### config.mk
export PLATFORM = sky130hd
export DESIGN_NAME = muxn_fifo
export DESIGN_NICKNAME = d
export VERILOG_FILES = /design/src/rtl/muxn_fifo.sv
export SDC_FILE = /design/constraint.sdc
export NUM_CORES = 1
export LEC_CHECK = 0
export CORE_ASPECT_RATIO = 1.1
export CORE_MARGIN = 2
export CORE_UTILIZATION = 49
export CTS_CLUSTER_SIZE = 10
export DETAILED_ROUTE_END_ITERATION = 10
export PLACE_DENSITY = 0.76
export SLEW_MARGIN = 20
export SYNTH_ARGS = -nofsm -noshare
export SYNTH_HDL_FRONTEND = slang
export SYNTH_SLANG_ARGS = --single-unit
### constraint.sdc
create_clock -name Clk -period 2.75 [get_ports Clk]
set_clock_uncertainty 0.05 [all_clocks]
set_input_delay 0.55 -clock Clk [delete_from_list [all_inputs] [get_ports Clk]]
set_output_delay 0.55 -clock Clk [all_outputs]
set_load 0.02 [all_outputs]
### src/rtl/muxn_fifo.sv
// muxn_fifo: N:1 signed channel selector feeding a valid/ready registered output queue.
// Optional build macro MUXN_FIFO_SEL_ERR_EN adds sticky sel_err and drops out-of-range pushes.
// Ports: Clk, Reset_n (async active-low); Din (NUM_INPUTS packed words), select, mode (0 ext, 1 round-robin),
//        in_valid/in_ready request handshake; Dout, Dout_sel, out_valid/out_ready queue head handshake.
module muxn_fifo #(
  parameter int DATA_WIDTH = 32,
  parameter int NUM_INPUTS = 4,
  parameter int SEL_WIDTH  = $clog2(NUM_INPUTS),
  parameter int FIFO_DEPTH = 4
) (
  input  logic                             Clk,
  input  logic                             Reset_n,
  input  logic [NUM_INPUTS*DATA_WIDTH-1:0] Din,
  input  logic [SEL_WIDTH-1:0]             select,
  input  logic                             mode,
  input  logic                             in_valid,
  output logic                             in_ready,
  output logic signed [DATA_WIDTH-1:0]     Dout,
  output logic [SEL_WIDTH-1:0]             Dout_sel,
  output logic                             out_valid,
  input  logic                             out_ready
`ifdef MUXN_FIFO_SEL_ERR_EN
  ,
  output logic                             sel_err
`endif
);
  localparam int PW = $clog2(FIFO_DEPTH);
  localparam int NL = NUM_INPUTS - 1;
  localparam logic [SEL_WIDTH-1:0] LAST = NL[SEL_WIDTH-1:0];
  localparam logic [PW:0] FULL = FIFO_DEPTH[PW:0];
  logic signed [DATA_WIDTH-1:0] mem_data [FIFO_DEPTH];
  logic [SEL_WIDTH-1:0] mem_sel [FIFO_DEPTH];
  logic [PW-1:0] wr_ptr_q, wr_ptr_d, rd_ptr_q, rd_ptr_d;
  logic [PW:0] count_q, count_d;
  logic [SEL_WIDTH-1:0] rr_ptr_q, rr_ptr_d, idx;
  logic signed [DATA_WIDTH-1:0] word;
  logic push, wr, pop;
`ifdef MUXN_FIFO_SEL_ERR_EN
  localparam logic [SEL_WIDTH:0] NI = NUM_INPUTS[SEL_WIDTH:0];
  logic in_range, sel_err_q, sel_err_d;
  assign sel_err = sel_err_q;
`endif
  always_comb begin
    idx = mode ? rr_ptr_q : select;
    // an index with no matching channel leaves the word at zero
    word = '0;
    for (int k = 0; k < NUM_INPUTS; k++)
      if (idx == k[SEL_WIDTH-1:0]) word = Din[k*DATA_WIDTH +: DATA_WIDTH];
    in_ready = count_q != FULL;
    out_valid = count_q != '0;
    push = in_valid && in_ready;
`ifdef MUXN_FIFO_SEL_ERR_EN
    in_range = {1'b0, idx} < NI;
    wr = push && in_range;
    sel_err_d = sel_err_q | (push && !mode && !in_range);
`else
    wr = push;
`endif
    pop = out_valid && out_ready;
    wr_ptr_d = wr ? wr_ptr_q + 1'b1 : wr_ptr_q;
    rd_ptr_d = pop ? rd_ptr_q + 1'b1 : rd_ptr_q;
    count_d = count_q + {{PW{1'b0}}, wr} - {{PW{1'b0}}, pop};
    rr_ptr_d = (push && mode) ? (rr_ptr_q == LAST ? '0 : rr_ptr_q + 1'b1) : rr_ptr_q;
    Dout = out_valid ? mem_data[rd_ptr_q] : '0;
    Dout_sel = out_valid ? mem_sel[rd_ptr_q] : '0;
  end
  always_ff @(posedge Clk or negedge Reset_n)
    if (!Reset_n) begin
      wr_ptr_q <= '0;
      rd_ptr_q <= '0;
      count_q <= '0;
      rr_ptr_q <= '0;
`ifdef MUXN_FIFO_SEL_ERR_EN
      sel_err_q <= 1'b0;
`endif
    end else begin
      wr_ptr_q <= wr_ptr_d;
      rd_ptr_q <= rd_ptr_d;
      count_q <= count_d;
      rr_ptr_q <= rr_ptr_d;
`ifdef MUXN_FIFO_SEL_ERR_EN
      sel_err_q <= sel_err_d;
`endif
    end
  // storage needs no reset: count gates every read
  always_ff @(posedge Clk)
    if (wr) begin
      mem_data[wr_ptr_q] <= word;
      mem_sel[wr_ptr_q] <= idx;
    end
endmodule
== Word level (Yosys, flattened, before mapping) ==
Memories as Yosys holds them, arrays and structs flattened.
Cells that the tools add are included.

* Add/subtract/negate cells: 5
* Equal/unequal tests: 5
* Muxes and demuxes: 10
* Reductions and logical operators: 5

{| class="wikitable"
|+ Operators by type and width
! kind !! number
|-
| 32-bit two-way mux || 5
|-
| 2-bit by 1-bit adder with 2-bit output (second input constant) || 3
|-
| 2-bit equality test (second input constant) || 3
|-
| 2-bit two-way mux || 3
|-
| 3-bit by 1-bit adder with 3-bit output || 1
|-
| 1-bit logical AND || 3
|-
| 3-bit != test (second input constant) || 1
|-
| 3-bit nonzero test || 1
|-
| 3-bit by 1-bit subtractor with 3-bit output || 1
|-
| 2-bit by 1-bit equality test with 1-bit output (second input constant) || 1
|-
| 2-bit logical NOT || 1
|-
| 1-bit two-way mux || 2
|}

* Flip-flop bits (word level): 9
* Memory bits (writable): 136
* Input bits: 135
* Output and inout bits: 36
* Word-level logic and storage cells: 31
* Memories: 2

{| class="wikitable"
|+ Memories
! name !! depth !! bits a word !! rd ports !! clocked after memory_dff !! wr ports !! line !! RTL
|-
| mem_data || 4 || 32 || 1 || 0 || 1 || 31 || <nowiki>logic signed [DATA_WIDTH-1:0] mem_data [FIFO_DEPTH];</nowiki>
|-
| mem_sel || 4 || 2 || 1 || 0 || 1 || 32 || <nowiki>logic [SEL_WIDTH-1:0] mem_sel [FIFO_DEPTH];</nowiki>
|}

== Depth between registers and ports, before layout ==
* Word-level depth: 6
* Depth in mapped cells: 10
* Mapped depth without buffers: 9

== Worst setup path after synthesis ==
No wires, ideal clock.

* Kind: register -> register
* Start: register count_q[1]
* End: register count_q[2]
* Library setup time: 0.123 ns
* Data arrival time: 2.189 ns
* Data required time: 2.577 ns
* Setup slack: 0.389 ns
* Cell stages (with the launch flop): 11
* Buffers on the path: 1
* Period minus slack after synthesis: 2.361 ns
* Cell sequence: dfrtp_1 -> or3_1 -> clkbuf_1 -> and2_1 -> ha_1 -> inv_1 -> ha_1 -> inv_1 -> fa_1 -> xnor2_1 -> xnor2_1

* Elaborated cells between the ends (all ways): 6
* Those cells by class: 2 x add/sub; 1 x eq/ne; 3 x reduce/logical

{| class="wikitable"
|+ RTL lines
! what !! line !! RTL
|-
| from (decl) || 34 || <nowiki>logic [PW:0] count_q, count_d;</nowiki>
|-
| from (signal assigned) || 79 || <nowiki>count_q <= count_d;</nowiki>
|-
| 3-bit nonzero test || 50 || <nowiki>out_valid = count_q != '0;</nowiki>
|-
| 1-bit logical AND || 59 || <nowiki>pop = out_valid && out_ready;</nowiki>
|-
| named net pop || 37 || <nowiki>logic push, wr, pop;</nowiki>
|-
| 3-bit by 1-bit subtractor with 3-bit output || 62 || <nowiki>count_d = count_q + {{PW{1'b0}}, wr} - {{PW{1'b0}}, pop};</nowiki>
|-
| named net count_d[2] || 34 ||
|}

The timed path passes the listed nets, and every way through them passes these cells.
A chain may end at the register's enable or synchronous reset.

== Worst setup path after layout ==
* Start: register rd_ptr_q[0]
* End: output port Dout[19]

* Longest elaborated chain between the ends: 2

{| class="wikitable"
|+ RTL lines
! what !! line !! RTL
|-
| from (decl) || 33 || <nowiki>logic [PW-1:0] wr_ptr_q, wr_ptr_d, rd_ptr_q, rd_ptr_d;</nowiki>
|-
| from (signal assigned) || 78 || <nowiki>rd_ptr_q <= rd_ptr_d;</nowiki>
|-
| memory read 4 x 32 bit || -- ||
|-
| 32-bit two-way mux || 64 || <nowiki>Dout = out_valid ? mem_data[rd_ptr_q] : '0;</nowiki>
|-
| to (decl) || 18 || <nowiki>output logic signed [DATA_WIDTH-1:0] Dout,</nowiki>
|}

No other way between the ends.

==> insert_results.sql <==
INSERT INTO impl_metrics (metric_group, metric, value, unit) VALUES
('critical_path', 'rr_endpoint', 'count_q[2]', ''),
('critical_path', 'worst_setup_path_start_kind', 'register', ''),
('power', 'p_leak', '3.57', 'nW'),
('critical_path', 'worstReg2RegStart', 'count_q[1]', ''),
('global_route', 'grt_max_degree', '38', ''),
('run_status', 'outcome', 'complete, no violations', ''),
('global_route', 'grt_pass1_vias', '4206', ''),
('logic_synthesis', 'fraction_of_the_yosys_area_taken_by_sequential_cells', '0.637', ''),
('drt', 'route.detailed.vias_per_inst', '5.25', ''),
('logic_synthesis', 'adder_and_majority_gate_portion_of_the_synthesized_area', '0.0159', ''),
('sta', 'timing.hold.ws', '386', 'ps'),
('placed_design', 'number_of_i_o_port_buffers', '170', ''),
('critical_path', 'critical_path.endpoint', 'Dout[19]', ''),
('floorplan', 'vert_die_dim', '127', 'microns'),
('critical_path', 'timing.critical_path.fanout_max', '10', ''),
('logic_synthesis', 'synthesis.instances', '368', ''),
('power', 'fin_total_pwr', '9.88', 'mW'),
('placed_design', 'weighted_congestion_reported_at_the_end_of_routability_driven_placement', '0.744', ''),
('layout', 'layout-area-overhead-vs-synth', '39.0', '%'),
('power', 'max-vdd-ir-drop', '512', 'uV'),
('clock_tree', 'cts-root-buf', 'clkbuf_16', ''),
('logic_synthesis', 'synth_seq_cells', '145', ''),
('clock_tree', 'cts_made_buffers', '17', ''),
('logic_synthesis', 'synth_top_family_by_area', 'multiplexers', ''),
('floorplan', 'rows', '45', ''),
('critical_path', 'critical_path_depth', '5', ''),
('sta', 'setup_slack', '46.5', 'ps'),
('floorplan', 'design.die.area', '14800', 'sq um'),
('drt', 'routed_wire_length_per_instance', '18.5', 'microns'),
('sta', 'max_clock_freq', '0.370', 'GHz'),
('clock_tree', 'clk_transition_reported_paths', '60', 'ps'),
('global_route', 'global_route.usage.total', '0.195', ''),
('clock_tree', 'holdBufCountCts', '0', ''),
('critical_path', 'critPathRequiredTime', '2150', 'ps'),
('logic_synthesis', 'synth_cell_types', '25', ''),
('clock_tree', 'cts.htree.levels', '4', ''),
('critical_path', 'timing.critical_path.slowest_stage_cell', 'mux4_2', ''),
('drt', 'route.met3.wl', '926', 'microns'),
('critical_path', 'ff2ff_path_depth', '9', ''),
('floorplan', 'start_util', '0.497', ''),
('drt', 'dr.first_iter.drc_count', '240', ''),
('drt', 'vias_after_detailed_routing', '3967', ''),
('logic_synthesis', 'synth.yosys.warnings', '0', ''),
('drt', 'met2_routed_wl', '7.68', 'mm'),
('sta', 'hold_viol', '0', ''),
('sta', 'slew_limit_fails', '0', ''),
('global_route', 'grt_pass1_wl', '21.2', 'mm'),
('critical_path', 'timing.critical_path.arrival', '2100', 'ps'),
('sta', 'timing_worst_slew_pin_value', '476', 'ps'),
('critical_path', 'bufs_and_invs_on_worst_path', '3', ''),
('critical_path', 'reg2reg_setup_slack', '370', 'ps'),
('clock_tree', 'worst_skew_pair.late_latency', '410', 'ps'),
('clock_tree', 'clock_sinks', '145', ''),
('logic_synthesis', 'synthXorXnorAreaFrac', '0.00647', ''),
('logic_synthesis', 'synth_compound_area_frac', '0', ''),
('critical_path', 'cp_top_family', 'buffers and inverters', ''),
('layout', 'layout.nets', '698', ''),
('critical_path', 'worstSetupPathType', 'register to primary output', ''),
('floorplan', 'ioPinCount', '171', ''),
('drt', 'drt_pre_antenna_iters', '6', ''),
('drt', 'drc', '0', ''),
('layout', 'final_area', '9410', 'sq um'),
('placed_design', 'setup_slack_placement', '138', 'ps'),
('drt', 'route.final.wire_length', '14.0', 'mm'),
('power', 'power_dens_cells', '1050', 'nW/um^2'),
('logic_synthesis', 'synth.mux.area_fraction', '0.264', ''),
('clock_tree', 'clk_path_buf_depth', '2', ''),
('floorplan', 'die_width', '116', 'microns'),
('min_path', 'min_path_type', 'primary input to async pin', ''),
('clock_tree', 'tritoncts', 'done', ''),
('critical_path', 'cpPeakStageDelay', '530', 'ps');
[cell usage after synthesis]
| master | n | area, sq um |
|---|---|---|
| mux4_2 | 34 | 766 |
| nor2_1 | 1 | 3.75 |
| or3b_1 | 1 | 8.76 |
| ha_1 | 7 | 87.6 |
| fa_1 | 1 | 20.0 |
| clkbuf_1 | 4 | 15.0 |
| mux2_1 | 3 | 33.8 |
| mux2i_2 | 1 | 13.8 |
| nand3_1 | 2 | 10.0 |
| xor2_1 | 1 | 8.76 |
| xnor2_1 | 4 | 35.0 |
| buf_4 | 3 | 22.5 |
| dfrtp_1 | 9 | 225 |
| nand2_2 | 1 | 6.26 |
| and3_1 | 4 | 25.0 |
| edfxtp_1 | 136 | 4080 |
| buf_8 | 1 | 15.0 |
| buf_12 | 4 | 80.1 |
| or3_1 | 1 | 6.26 |
| inv_2 | 2 | 7.51 |
| mux2i_1 | 97 | 971 |
| buf_2 | 6 | 30.0 |
| and2_1 | 35 | 219 |
| buf_6 | 5 | 56.3 |
| inv_1 | 5 | 18.8 |
[worst min path at each step]
stage                from          end  slack [ps]  cells past startpoint
3_5_place_dp   count_q[2]   count_q[2]         450                      1
6_report          Reset_n  rr_ptr_q[1]         390                      1
5_1_grt           Reset_n  rr_ptr_q[1]         420                      1
4_1_cts           Reset_n  rr_ptr_q[1]         390                      1
2_1_floorplan     Reset_n   count_q[0]         200                      0
3_3_place_gp   count_q[2]   count_q[2]         420                      1
[layer usage]
metal / vias up / track usage
met2: 150 / 0.347
met1: 1981 / 0.225
li1: 1819 / -
met4: 0 / 0.0756
met5: - / 0
met3: 17 / 0.0493
[area by class of cell]
| cell class | count | area (sq um) |
|---|---|---|
| multi-input combinational | 193 | 2240 |
| inverter | 7 | 26.3 |
| tap | 188 | 235 |
| clock inverter | 12 | 141 |
| fill | 928 | 4210 |
| timing repair buffer | 191 | 2020 |
| sequential | 145 | 4310 |
| clock buffer | 20 | 437 |
[sequential cells by signal, indices dropped and copies added, names as in the netlist]
register and cells:
mem_sel 8, rd_ptr_q 2, mem_data 128, count_q 3, wr_ptr_q 2, rr_ptr_q 2
[worst reg2reg max path, stage by stage (launching register included)]
cell     delay (ps)
dfrtp_1         430
or3_1           430
and2_1          210
ha_1            280
inv_1            60
ha_1            130
inv_1            50
fa_1            370
xnor2_1         170
xnor2_1         140
[report_power, final]
part	internal (mW)	switching [mW]
clock	1.41	0.808
sequential	3.21	0.178
combinational	2.09	2.19
[through the flow]
step	util	instances	setup TNS, ps
CTS	0.685	753	0
global placement	0.644	720	0
finish	0.691	756	0
global route	0.691	756	-32.7
detailed placement	0.644	720	0
floorplan	-	368	0
[repair_timing]
item / in CTS / in global routing
buffers inserted: 1 / 1
gates resized for setup: 36 / 4
pin swaps: 0 / 0
endpoints found under the setup margin: 34 / 8
endpoints found under the hold margin: 0 / 0
cloned: 0 / 2
[logic make-up after synthesis]
family,Yosys count
flops,145
xor+xnor,5
mux,135
fa+ha+maj,8
simple gates,45
buf+inv,30
No activity file was read; power rests on OpenSTA's default activity.
==> RTL edit: new RTL, same settings <==
The parameter `DATA_WIDTH` goes from 32 to 28.
--- a/src/rtl/muxn_fifo.sv
+++ b/src/rtl/muxn_fifo.sv
@@ -4,5 +4,5 @@
 //        in_valid/in_ready request handshake; Dout, Dout_sel, out_valid/out_ready queue head handshake.
 module muxn_fifo #(
-  parameter int DATA_WIDTH = 32,
+  parameter int DATA_WIDTH = 28,
   parameter int NUM_INPUTS = 4,
   parameter int SEL_WIDTH  = $clog2(NUM_INPUTS),
Interface: changed (resized Din and Dout); port bits go from 171 to 151. No check against the original RTL was run, so the function may have changed too.
==> RTL edit against the unedited design <==
Critical path depth is 2 lower; sequential cell count shrank 16; global-route usage grew 0.50 points; cell area shrank 11%; critical endpoint is now out_valid; routed wire length shrank 11%; register-to-register slack lost 0.04 ns; power is 10% lower; sequential share of layout area rose by 0.15 points; worst setup slack improved by 0.065 ns; first-iteration DRC count down 48%; synthesized area is 12% lower; largest cell class unchanged.
==> RTL edit: results (changes against the unedited design) <==
Outcome
  – Outcome: complete, no violations

Yosys
  – Count of flip-flops with a built-in enable after synthesis: 120 (-12%)
  – Async S/R FF share, synth: 6.98% (+0.77 points)
  – Commonest cells post-synth: edfxtp_1, mux2i_1, and2_1
  – Syn nets: 456 (-11%)
  – Mapped Cells: 329 (-11%)
  – Post-synthesis cell type count: 24 (-4.0%)

Final layout
  – Fillers: 808 (-13%)
  – Register Area: 0.00383 mm² (-11%)
  – Final net count: 619 (-11%)
  – Top flop regs: mem_data: 112 flops, mem_sel: 8 flops, count_q: 3 flops
  – Final std cells w/o fill: 659 (-13%)
  – Layout cell share with drive strength beyond 1: 16.6% (+0.26 points)
  – Inserted Diodes: 0 (unchanged)

Timing
  – Max-slew headroom: 70.6% (+3.2 points)
  – Peak Freq: 379 MHz (+2.4%)

Worst setup path
  – CP Launch Point: count_q[1]
  – Reg-to-reg setup timing slack: 0.33 ns (-0.04 ns)
  – Crit path DAT: 2.04 ns (-0.06 ns)
  – Crit Path Max Fanout: 15 (+5)

Worst hold path
  – Hold Path Class: in -> async

CTS
  – Clk sinks: 129 (-11%)
  – Post-CTS Resized: 31 (-14%)
  – Htree depth: 4 (unchanged)

Place
  – Pre-CTS setup slack: 0.121 ns (-0.0172 ns)
  – I/O Buffers: 150 (-12%)
  – GP Congestion: 0.721 (-3.1%)
  – Dpl cells: 627 (-13%)
  – Area post-placement: 0.00777 mm² (-11%)
  – Dpl hpwl: 8.41 mm (-8.7%)

GRT
  – GRT Total Usage: 20.0% (+0.50 points)
  – Met3 Track Usage GR: 4.29% (-0.64 points)
  – Vias in the first global route: 3,849 (-8.5%)
  – Largest net degree at the start of global routing: 34 (-11%)
  – Global Route met1 Usage: 21.3% (-1.1 points)
  – First-pass GRT wire length: 19.2 mm (-9.4%)
  – GR Util met2: 37.8% (+3.0 points)

Detailed routing
  – Total number of vias: 3,543 (-11%)
  – Detail Route met3 WL: 498 µm (-46%)
  – TritonRoute pass-1 iters: 5 (-1)
  – WL met1: 4.56 mm (-11%)
  – Drt total wl: 12.5 mm (-11%)
  – DRC marker count from the first detailed-route iteration: 125 (-48%)

Power and ir drop
  – Lkg Pwr: 3.17 nW (-11%)
  – Maximum VDD drop: 0.579 mV (+13%)
==> RTL edit: cell types whose count changed after synthesis, sizes merged <==
| cell | unedited run | this run |
|---|---|---|
| clkbuf | 4 | 3 |
| mux2i | 98 | 86 |
| buf | 19 | 17 |
| and2 | 35 | 31 |
| mux4 | 34 | 30 |
| edfxtp | 136 | 120 |
==> RTL edit: metrics by stage <==
stage / total power (W) / hold slack, ns
2_1_floorplan: 0.00541 / 0.204
3_3_place_gp: 0.00687 / 0.418
3_5_place_dp: 0.00697 / 0.434
4_1_cts: 0.00895 / 0.409
5_1_grt: 0.00927 / 0.425
6_report: 0.00885 / 0.404
==> RTL edit: area by class of cell <==
class,count,share of cell area [%]
Inverter,7,0.315
Clock inverter,15,2.01
Multi-Input combinational cell,173,24.1
Tap cell,154,2.31
Sequential cell,129,46.0
Clock buffer,17,5.11
Timing Repair Buffer,164,20.2
==> RTL edit: logic make-up after synthesis <==
group / after synthesis / share of synthesized area (%)
xor+xnor: 5 / 0.733
fa+ha+maj: 8 / 1.80
buf+inv: 27 / 2.83
flops: 129 / 64.1
mux: 119 / 26.3
simple gates: 41 / 4.25
==> RTL edit: final timing paths <==
kind	endpoint	cells past startpoint
min in group Clk	count_q[2]	1
hold / removal	wr_ptr_q[1]	1
max in group asynchronous	rd_ptr_q[0]	1
hold reg to reg	count_q[2]	1
setup / recovery	out_valid	3
setup reg to reg	count_q[2]	9
==> RTL edit: critical path, cell delays in order (launching register included) <==
cell and delay (ns):
dfrtp_1 0.42, or3_1 0.43, buf_4 0.23, clkdlybuf4s50_1 0.55
==> RTL edit: power by group <==
part	switching, W	internal [W]
clock	0.000793	0.00141
combinational	0.00188	0.00174
sequential	0.000161	0.00285
total	0.00284	0.00601
